`config.mk`:
```
export PLATFORM = sky130hd
export DESIGN_NAME = time_display
export DESIGN_NICKNAME = d
export VERILOG_FILES = /design/src/rtl/time_display.sv
export SDC_FILE = /design/constraint.sdc
export NUM_CORES = 1
export LEC_CHECK = 0
export CORE_MARGIN = 5
export CORE_UTILIZATION = 25
export DETAILED_ROUTE_END_ITERATION = 7
export GPL_ROUTABILITY_DRIVEN = 1
export PLACE_DENSITY = 0.36
export RECOVER_POWER = 25
export SYNTH_ARGS = -nofsm -noshare
export SYNTH_HDL_FRONTEND = slang
export SYNTH_SLANG_ARGS = --single-unit
export TNS_END_PERCENT = 1
```
`constraint.sdc`:
```
create_clock -name clk -period 6.75 [get_ports clk]
set_input_delay 1.0125 -clock clk [delete_from_list [all_inputs] [get_ports clk]]
set_output_delay 1.0125 -clock clk [all_outputs]
set_load 0.01 [all_outputs]
```
`src/rtl/time_display.sv`:
```
// Six-digit scanned seven-segment driver: binary h/m/s -> BCD via a sequential
// subtract-by-ten engine, multiplexed onto a common-anode display. Optional blink: TIME_DISPLAY_BLINK_EN.

module time_display_seg7 (
  input  logic [3:0] bcd,
  output logic [6:0] seg
);
  always_comb begin
    seg = 7'b1111111;
    case (bcd)
      4'd0: seg = 7'b1000000;
      4'd1: seg = 7'b1111001;
      4'd2: seg = 7'b0100100;
      4'd3: seg = 7'b0110000;
      4'd4: seg = 7'b0011001;
      4'd5: seg = 7'b0010010;
      4'd6: seg = 7'b0000010;
      4'd7: seg = 7'b1111000;
      4'd8: seg = 7'b0000000;
      4'd9: seg = 7'b0010000;
      default: seg = 7'b1111111;
    endcase
  end
endmodule

module time_display #(
  parameter int SCAN_DIV  = 50000,
  parameter int BLINK_DIV = 12500000
) (
  input  logic       clk,
  input  logic       rst,
  input  logic [4:0] hour,
  input  logic [5:0] minute,
  input  logic [5:0] second,
  input  logic       stop,
  output logic [5:0] an,
  output logic [6:0] seg,
  output logic       dp
);
  localparam int DIV_W  = (SCAN_DIV > 1) ? $clog2(SCAN_DIV) : 1;
  localparam int NUM_DIG = 6;

  typedef enum logic [2:0] {IDLE, LOAD, CONV_H, CONV_M, CONV_S, COMMIT} state_t;

  logic [DIV_W-1:0] div;
  logic [2:0]       slot;
  logic             div_tc;
  logic             first;
  logic             frame_start;
  logic             blank;

  state_t state, nxt;
  logic [2:0][5:0]         work;
  logic [2:0][3:0]         tens;
  logic [2:0][3:0]         ones;
  logic [NUM_DIG-1:0][3:0] disp;
  logic [NUM_DIG-1:0][6:0] seg_dig;
  logic [1:0]              fld;
  logic                    ge10;

  // scan divider and slot index
  assign div_tc = (div == DIV_W'(SCAN_DIV - 1));

  always_ff @(posedge clk or posedge rst) begin
    if (rst) begin
      div  <= '0;
      slot <= '0;
    end else if (div_tc) begin
      div  <= '0;
      slot <= (slot == 3'd5) ? 3'd0 : slot + 3'd1;
    end else begin
      div <= div + 1'b1;
    end
  end

  // one forced conversion right after reset release, then one per frame
  always_ff @(posedge clk or posedge rst) begin
    if (rst) first <= 1'b1;
    else     first <= 1'b0;
  end

  assign frame_start = first | (div_tc & (slot == 3'd5));

  // conversion FSM
  always_ff @(posedge clk or posedge rst) begin
    if (rst) state <= IDLE;
    else     state <= nxt;
  end

  always_comb begin
    fld = 2'd0;
    case (state)
      CONV_M:  fld = 2'd1;
      CONV_S:  fld = 2'd2;
      default: fld = 2'd0;
    endcase
  end

  assign ge10 = (work[fld] >= 6'd10);

  always_comb begin
    nxt = state;
    case (state)
      IDLE:    if (frame_start) nxt = LOAD;
      LOAD:    nxt = CONV_H;
      CONV_H:  if (!ge10) nxt = CONV_M;
      CONV_M:  if (!ge10) nxt = CONV_S;
      CONV_S:  if (!ge10) nxt = COMMIT;
      COMMIT:  nxt = IDLE;
      default: nxt = IDLE;
    endcase
  end

  // field 0 = hour, 1 = minute, 2 = second; display digit k = slot k
  always_ff @(posedge clk or posedge rst) begin
    if (rst) begin
      work <= '0;
      tens <= '0;
      ones <= '0;
      disp <= '0;
    end else begin
      case (state)
        LOAD: begin
          work <= {second, minute, {1'b0, hour}};
          tens <= '0;
        end
        CONV_H, CONV_M, CONV_S: begin
          if (ge10) begin
            work[fld] <= work[fld] - 6'd10;
            tens[fld] <= tens[fld] + 4'd1;
          end else begin
            ones[fld] <= work[fld][3:0];
          end
        end
        COMMIT: disp <= {ones[2], tens[2], ones[1], tens[1], ones[0], tens[0]};
        default: ;
      endcase
    end
  end

  for (genvar i = 0; i < NUM_DIG; i++) begin : g_dec
    time_display_seg7 u_dec (.bcd(disp[i]), .seg(seg_dig[i]));
  end

`ifdef TIME_DISPLAY_BLINK_EN
  localparam int BLK_W = (BLINK_DIV > 1) ? $clog2(BLINK_DIV) : 1;
  logic [BLK_W-1:0] bcnt;
  logic             phase_on;

  // blink phase only advances in adjust mode; leaving it restarts lit
  always_ff @(posedge clk or posedge rst) begin
    if (rst) begin
      bcnt     <= '0;
      phase_on <= 1'b1;
    end else if (!stop) begin
      bcnt     <= '0;
      phase_on <= 1'b1;
    end else if (bcnt == BLK_W'(BLINK_DIV - 1)) begin
      bcnt     <= '0;
      phase_on <= ~phase_on;
    end else begin
      bcnt <= bcnt + 1'b1;
    end
  end

  assign blank = stop & ~phase_on;
`else
  logic unused_cfg;
  assign unused_cfg = stop | (BLINK_DIV < 1);
  assign blank      = 1'b0;
`endif

  // registered pins, one cycle behind the slot index
  always_ff @(posedge clk or posedge rst) begin
    if (rst) begin
      an  <= '1;
      seg <= '1;
      dp  <= 1'b1;
    end else begin
      an  <= blank ? 6'b111111 : ~(6'b100000 >> slot);
      seg <= seg_dig[slot];
      dp  <= ~((slot == 3'd1) | (slot == 3'd3));
    end
  end
endmodule

```
==> results of run 1 <==
[per-stage QoR]
stage               setup slack [ps]  util (%)
finish                          3062     28.73
global placement                3049     27.56
CTS                             3055     28.73
global route                    2847     28.73
floorplan                       3058         -
detailed placement              3050     27.56
[final timing paths]
| kind | endpoint | startpoint | slack [ps] | cells past startpoint |
|---|---|---|---|---|
| worst min-delay path | ones[5]$_DFFE_PP0P_ | ones[5]$_DFFE_PP0P_ | 490 | 1 |
| worst max register to register | work[8]$_DFFE_PP0P_ | state[2]$_DFFE_PP0P_ | 3060 | 7 |
| max in group asynchronous | slot[2]$_DFFE_PP0N_ | rst | 3500 | 3 |
| worst max-delay path | work[8]$_DFFE_PP0P_ | state[2]$_DFFE_PP0P_ | 3060 | 7 |
| worst min register to register | ones[5]$_DFFE_PP0P_ | ones[5]$_DFFE_PP0P_ | 490 | 1 |
| min in group asynchronous | work[9]$_DFFE_PP0P_ | rst | 1700 | 2 |
[flip-flops by register name, summed over array words and instances, names as in the netlist]
signal,flops
disp,24
work,18
div,16
ones,12
tens,12
seg,7
an,6
slot,3
state,3
dp,1
first,1
[cells in the final DEF, fill, tap and decap left out, drive strengths merged, types with 5 or more instances in the layout]
cell / synthesis / layout
clkdlybuf4s50: 0 / 31
nor3b: 9 / 9
dfrtp: 88 / 88
nand3: 12 / 12
nand2b: 12 / 12
a211oi: 7 / 7
mux2: 28 / 28
dfstp: 15 / 15
a31oi: 7 / 7
o21ai: 56 / 56
a22oi: 5 / 5
nor3: 11 / 11
a22o: 5 / 5
and2: 6 / 6
nor2b: 11 / 11
o311ai: 6 / 6
nand2: 65 / 65
a21oi: 31 / 31
and3: 7 / 7
a21o: 7 / 7
o221ai: 10 / 10
o211ai: 6 / 6
xnor2: 12 / 12
buf: 13 / 8
inv: 37 / 37
mux2i: 8 / 8
xor2: 11 / 11
nor2: 58 / 58
clkbuf: 34 / 11
o22ai: 11 / 11
ha: 36 / 36
[report_power, final]
| part | switching (mW) | internal (mW) | total (mW) |
|---|---|---|---|
| Clock | 0.254 | 0.273 | 0.527 |
| Sequential | 0.241 | 0.807 | 1.05 |
| Combinational | 0.928 | 0.649 | 1.58 |
| Total | 1.42 | 1.73 | 3.15 |
[cell type report]
class / instances / area share [%]
repair buffers: 40 / 5.289
clock buffers: 11 / 3.514
inverters: 38 / 2.001
well taps: 330 / 5.741
flip-flops and latches: 103 / 36.10
clock inverters: 5 / 0.5567
multi-input cells: 494 / 46.80
[cells by family (layout without fill, tap and decap cells)]
kind of cell	Yosys count	in the layout	share of synthesized area, %
mux	37	37	6.603
fa+ha+maj	36	36	7.117
other cells	1	1	0.05926
buf+inv	85	94	5.792
flops	103	103	41.02
compound gates	189	189	20.21
xor+xnor	23	23	3.183
simple gates	208	208	16.01
[metal layers]
| layer | part of all wire, % | GRT usage [%] | wire length [um] |
|---|---|---|---|
| met5 | 0 | 0 | 0 |
| met4 | 2.0 | 3.850 | 337 |
| met3 | 3.4 | 2.452 | 579 |
| met2 | 47 | 19.85 | 7926 |
| met1 | 47 | 15.68 | 7957 |
==> metrics.txt, run 1 <==
total chip power=3.153 mW; Clock Path Buffers=2; Crit. End Element=flip-flop; Top FF cell, synth=dfrtp_1; Worst Tran Pin Value=2268 ps; Worst Clk Skew=14.32 ps; Crit Path Max Fanout=22; Slew headroom=-52.00%; Final setup viols=0; via count=5020; Finished Cell Area=7192 um2; cell area power density=438.3 nW/um2; Top Ports=34; main area contributors after synthesis=dfrtp_1, ha_1, dfstp_2, mux2_2, nand2_1; Root Buffer=clkbuf_16; Die Height=169.1 um; Post-synth EDFFs=0; Filler cells=2630; failing checks=max-capacitance violations, max-slew violations; Avg Cell Area, Syn=9.279 um2; synthesized area=6329 um2; via density per instance=4.917; most instantiated library cell after synthesis=dfrtp_1; Reg clk slew, reported paths=80 ps; CP delay by family, top=compound AO/OA/AOI/OAI gates; Pre-antenna DRT Iters=6; antenna violations before repair=0; RSZ-0062 raised after global routing=false; post-route minimum period=3688 ps; largest net degree at the start of global routing=58; final hold vios=0; drt total wl=16800 um; cell accounting for the most synthesized area=dfrtp_1; Critical Path Start Type=flip-flop; post-synthesis sequential area ratio=41.02%; DR DRC count=0; critical path's most frequent cell=a21oi_1; Resized cells post-CTS=0; CTS H-tree depth=3; total core area=25040 um2; # Max-Cap Violations=1; DIE AREA=28600 um2; crit path cell chain=buf_4 > nand2b_1 > a21oi_1 > o221ai_1 > o211a_1 > a21oi_1 > mux2_1; post-CTS setup buffers=0; WP buf/inv=1; layout cells sized above 1=9.841%; Slew Limit Fails=48; Initial Util=25.28%; Cell Area, Placed=6900 um2; dpl cells=1005; IO Port Bufs=32; register area=2596 um2; number of CTS-inserted buffers=9; Synthesized Nets=738; Non-Filler Instances=1021; f_max=271.1 MHz; final worst-path cycle share=54.64%; Async S/R FF share, synth=100.0%; first-pass GRT wire length=27320 um; CTS Hold Buffers Added=0; maximum VDD drop=0.0002060 V; DR WL/cell=16.45 um; most frequent cells after synthesis=dfrtp_1, nand2_1, nor2_1; die width=169.1 um; Pleak=3.049 nW; Routed Antenna Nets=0; Worst-Skew Late Latency=360 ps; Worst path max stage delay=850 ps; Final HPWL DP=12180 um; vias in the first global route=4950; Layout Nets=742; post-synthesis register bit count=103; Yosys cell types=71; min-delay worst type=reg2reg; multi-input logic area=3366 um2; synth warn=0; top-area cell type share of the netlist area=34.80%; WHS=492.6 ps; Cells after Synth=682; worst path required time=7000 ps; crit path DAT=3940 ps; GRT Resource Usage Total=11.96%; Initial DRC Count=206; kind of critical path=reg2reg; status=complete, but fails checks; Placer Congestion=0.7909; Area growth, synth to finish=13.64%; # rows=58; slowest CP cell=dfrtp_1; clock sink total=103; ANT cells=0; CTS tree=built; final setup TNS=0 ps; global route total overflow=0
No activity file was read; power rests on OpenSTA's default activity.
==> inputs of run 2 (changes only) <==
clock period = 3.6 ns   (was 6.75 ns; I/O delays follow)
==> run 2 against run 1 <==
Effect of this change:
- sequential share of layout area is 0.42 points lower
- non-clock buffer count rose by 9
- highest routed layer unchanged
- largest cell class unchanged
- critical endpoint is now ones[0]$_DFFE_PP0P_
- the run ends with max-slew violations left
- count of clock-buffer cells in the layout down 2
- critical path depth stayed put
==> metrics.txt, run 2 (same netlist as run 1, synthesis figures left out) <==
Resized cells post-CTS=0 (unchanged); slowest CP cell=dfrtp_1 (unchanged); final hold vios=0 (unchanged); GRT Resource Usage Total=12.32% (was 11.96%); Clk pwr share=16.8% (was 16.7%); CTS H-tree depth=3 (unchanged); Reg clk slew, reported paths=70 ps (was 80 ps); combinational share of power=51.1% (was 50.0%); kind of critical path=reg2reg (unchanged); Crit. End Element=flip-flop (unchanged); Routed Antenna Nets=0 (unchanged); post-CTS setup buffers=0 (unchanged); worst path required time=3840 ps (was 7000 ps); layout cells sized above 1=11.00% (was 9.841%); DIE AREA=28600 um2 (unchanged); # Max-Cap Violations=0 (was 1); Area growth, synth to finish=14.97% (was 13.64%); WP buf/inv=1 (unchanged); maximum VDD drop=0.0002865 V (was 0.0002060 V); final worst-path cycle share=83.76% (was 54.64%); Pleak=3.100 nW (was 3.049 nW); Worst Setup SP=state[2]$_DFFE_PP0P_ (unchanged); min-delay worst type=reg2reg (unchanged); Critical Path Start Type=flip-flop (unchanged); Non-Filler Instances=1030 (was 1021); largest net degree at the start of global routing=104 (was 58); WHS=487.1 ps (was 492.6 ps); DP Worst Slack=620.2 ps (was 3050 ps); status=complete, but fails checks (unchanged); Slew Limit Fails=77 (was 48); DR DRC count=0 (unchanged); Cell Area, Placed=6993 um2 (was 6900 um2); Worst path max stage delay=620 ps (was 850 ps); final core utilization=29.06% (was 28.73%); Finished Cell Area=7276 um2 (was 7192 um2); antenna violations before repair=0 (unchanged); post-route setup slack=584.6 ps (was 3062 ps); number of CTS-inserted buffers=9 (unchanged); CTS tree=built (unchanged); drt total wl=17010 um (was 16800 um); DR WL/cell=16.51 um (was 16.45 um); clock sink total=103 (unchanged); Final setup viols=0 (unchanged); Die Height=169.1 um (unchanged); most frequent cells in the layout=dfrtp_1, nand2_1, nor2_1 (unchanged); Initial DRC Count=284 (was 206); final setup TNS=0 ps (unchanged); RSZ-0062 raised after global routing=false (unchanged); Initial Util=25.28% (unchanged); post-route minimum period=3015 ps (was 3688 ps); Placer Congestion=0.8477 (was 0.7909); Worst-Skew Late Latency=360 ps (about the same); die width=169.1 um (unchanged); # rows=58 (unchanged); Crit Path Max Fanout=23 (was 22); Slew headroom=-2.463% (was -52.00%); IO Port Bufs=32 (unchanged); Layout Nets=751 (was 742); NetSw=2.678 mW (was 1.424 mW); Final HPWL DP=12460 um (was 12180 um); Worst Clk Skew=13.95 ps (was 14.32 ps); Seq pwr share=32.2% (was 33.2%); max FFs per register=24 (unchanged); crit path cell chain=buf_12 > nand2b_1 > a21oi_1 > o221ai_1 > o211a_1 > nand2_2 > mux2_1 (was buf_4 > nand2b_1 > a21oi_1 > o221ai_1 > o211a_1 > a21oi_1 > mux2_1); RR Startpoint=state[2]$_DFFE_PP0P_ (unchanged); Worst Tran Pin Value=1537 ps (was 2268 ps); Largest Register=disp (unchanged); Pre-antenna DRT Iters=4 (was 6); via count=4976 (was 5020); CP delay by family, top=compound AO/OA/AOI/OAI gates (unchanged); Filler cells=2643 (was 2630); vias in the first global route=5071 (was 4950); Top Ports=34 (unchanged); f_max=331.6 MHz (was 271.1 MHz); P_int=3.352 mW (was 1.729 mW); ANT cells=0 (unchanged); total chip power=6.030 mW (was 3.153 mW); Root Buffer=clkbuf_16 (unchanged); cell area power density=828.8 nW/um2 (was 438.3 nW/um2); via density per instance=4.831 (was 4.917); total core area=25040 um2 (unchanged); dpl cells=1014 (was 1005); commonest non-fill, non-tap cell in the layout=dfrtp_1 (unchanged); first-pass GRT wire length=28350 um (was 27320 um); crit path DAT=3250 ps (was 3940 ps); min-delay src=div[0]$_DFF_PP0_ (was ones[5]$_DFFE_PP0P_); Clock Path Buffers=2 (unchanged); Sw Share=44.41% (was 45.16%); CTS Hold Buffers Added=0 (unchanged); global route total overflow=0 (unchanged); largest registers=disp (24), work (18), div (16) (unchanged); failing checks=max-slew violations (was max-capacitance violations, max-slew violations)
-- run 2: cell types whose count changed in the layout (fill, tap and decap cells not counted), sizes merged --
cell    before  now
buf          8   16
bufinv       0    1
clkinv       2    3
clkbuf      11   10
-- run 2: final cells by class --
class	instances	area, um2	area share, %
clock buffer	9	225.2	3.095
clock inverter	7	71.32	0.9802
inverter	38	143.9	1.978
multi-input combinational	494	3366	46.26
sequential	103	2596	35.68
tap	330	412.9	5.675
timing repair buffer	49	460.4	6.328
-- run 2: routing by layer --
metal	share of wire, %	global-route usage (%)	routed length (um)
met2	46	19.58	7864
met5	0	0	0
met1	48	16.96	8187
met3	2.9	2.195	499
met4	2.7	4.270	457
-- run 2: power by group through the flow --
stage               Clock (mW)  Combinational [mW]  Sequential, mW
finish                    1.01                3.08            1.94
global route              1.10                3.45            2.00
CTS                       1.06                3.13            1.94
detailed placement           0                3.12            1.96
global placement             0                3.10            1.95
floorplan                    0                2.44            1.73
-- run 2: worst paths after layout --
path                       depth (start not counted)  slack, ps                   to
max in group asynchronous                          3       1440  slot[2]$_DFFE_PP0N_
setup reg to reg                                   7        580  ones[0]$_DFFE_PP0P_
hold reg to reg                                    1        490     div[0]$_DFF_PP0_
hold / removal                                     1        490     div[0]$_DFF_PP0_
min in group asynchronous                          3       1070  work[9]$_DFFE_PP0P_
setup / recovery                                   7        580  ones[0]$_DFFE_PP0P_
-- run 2: worst register-to-register path: cells and delay by family (launching register included) --
family,cells,cell delay (ps)
and+or+nand+nor,2,520
muxes,1,360
AOI/OAI and AO/OA,3,1160
DFF,1,620
buffers and inverters,1,230
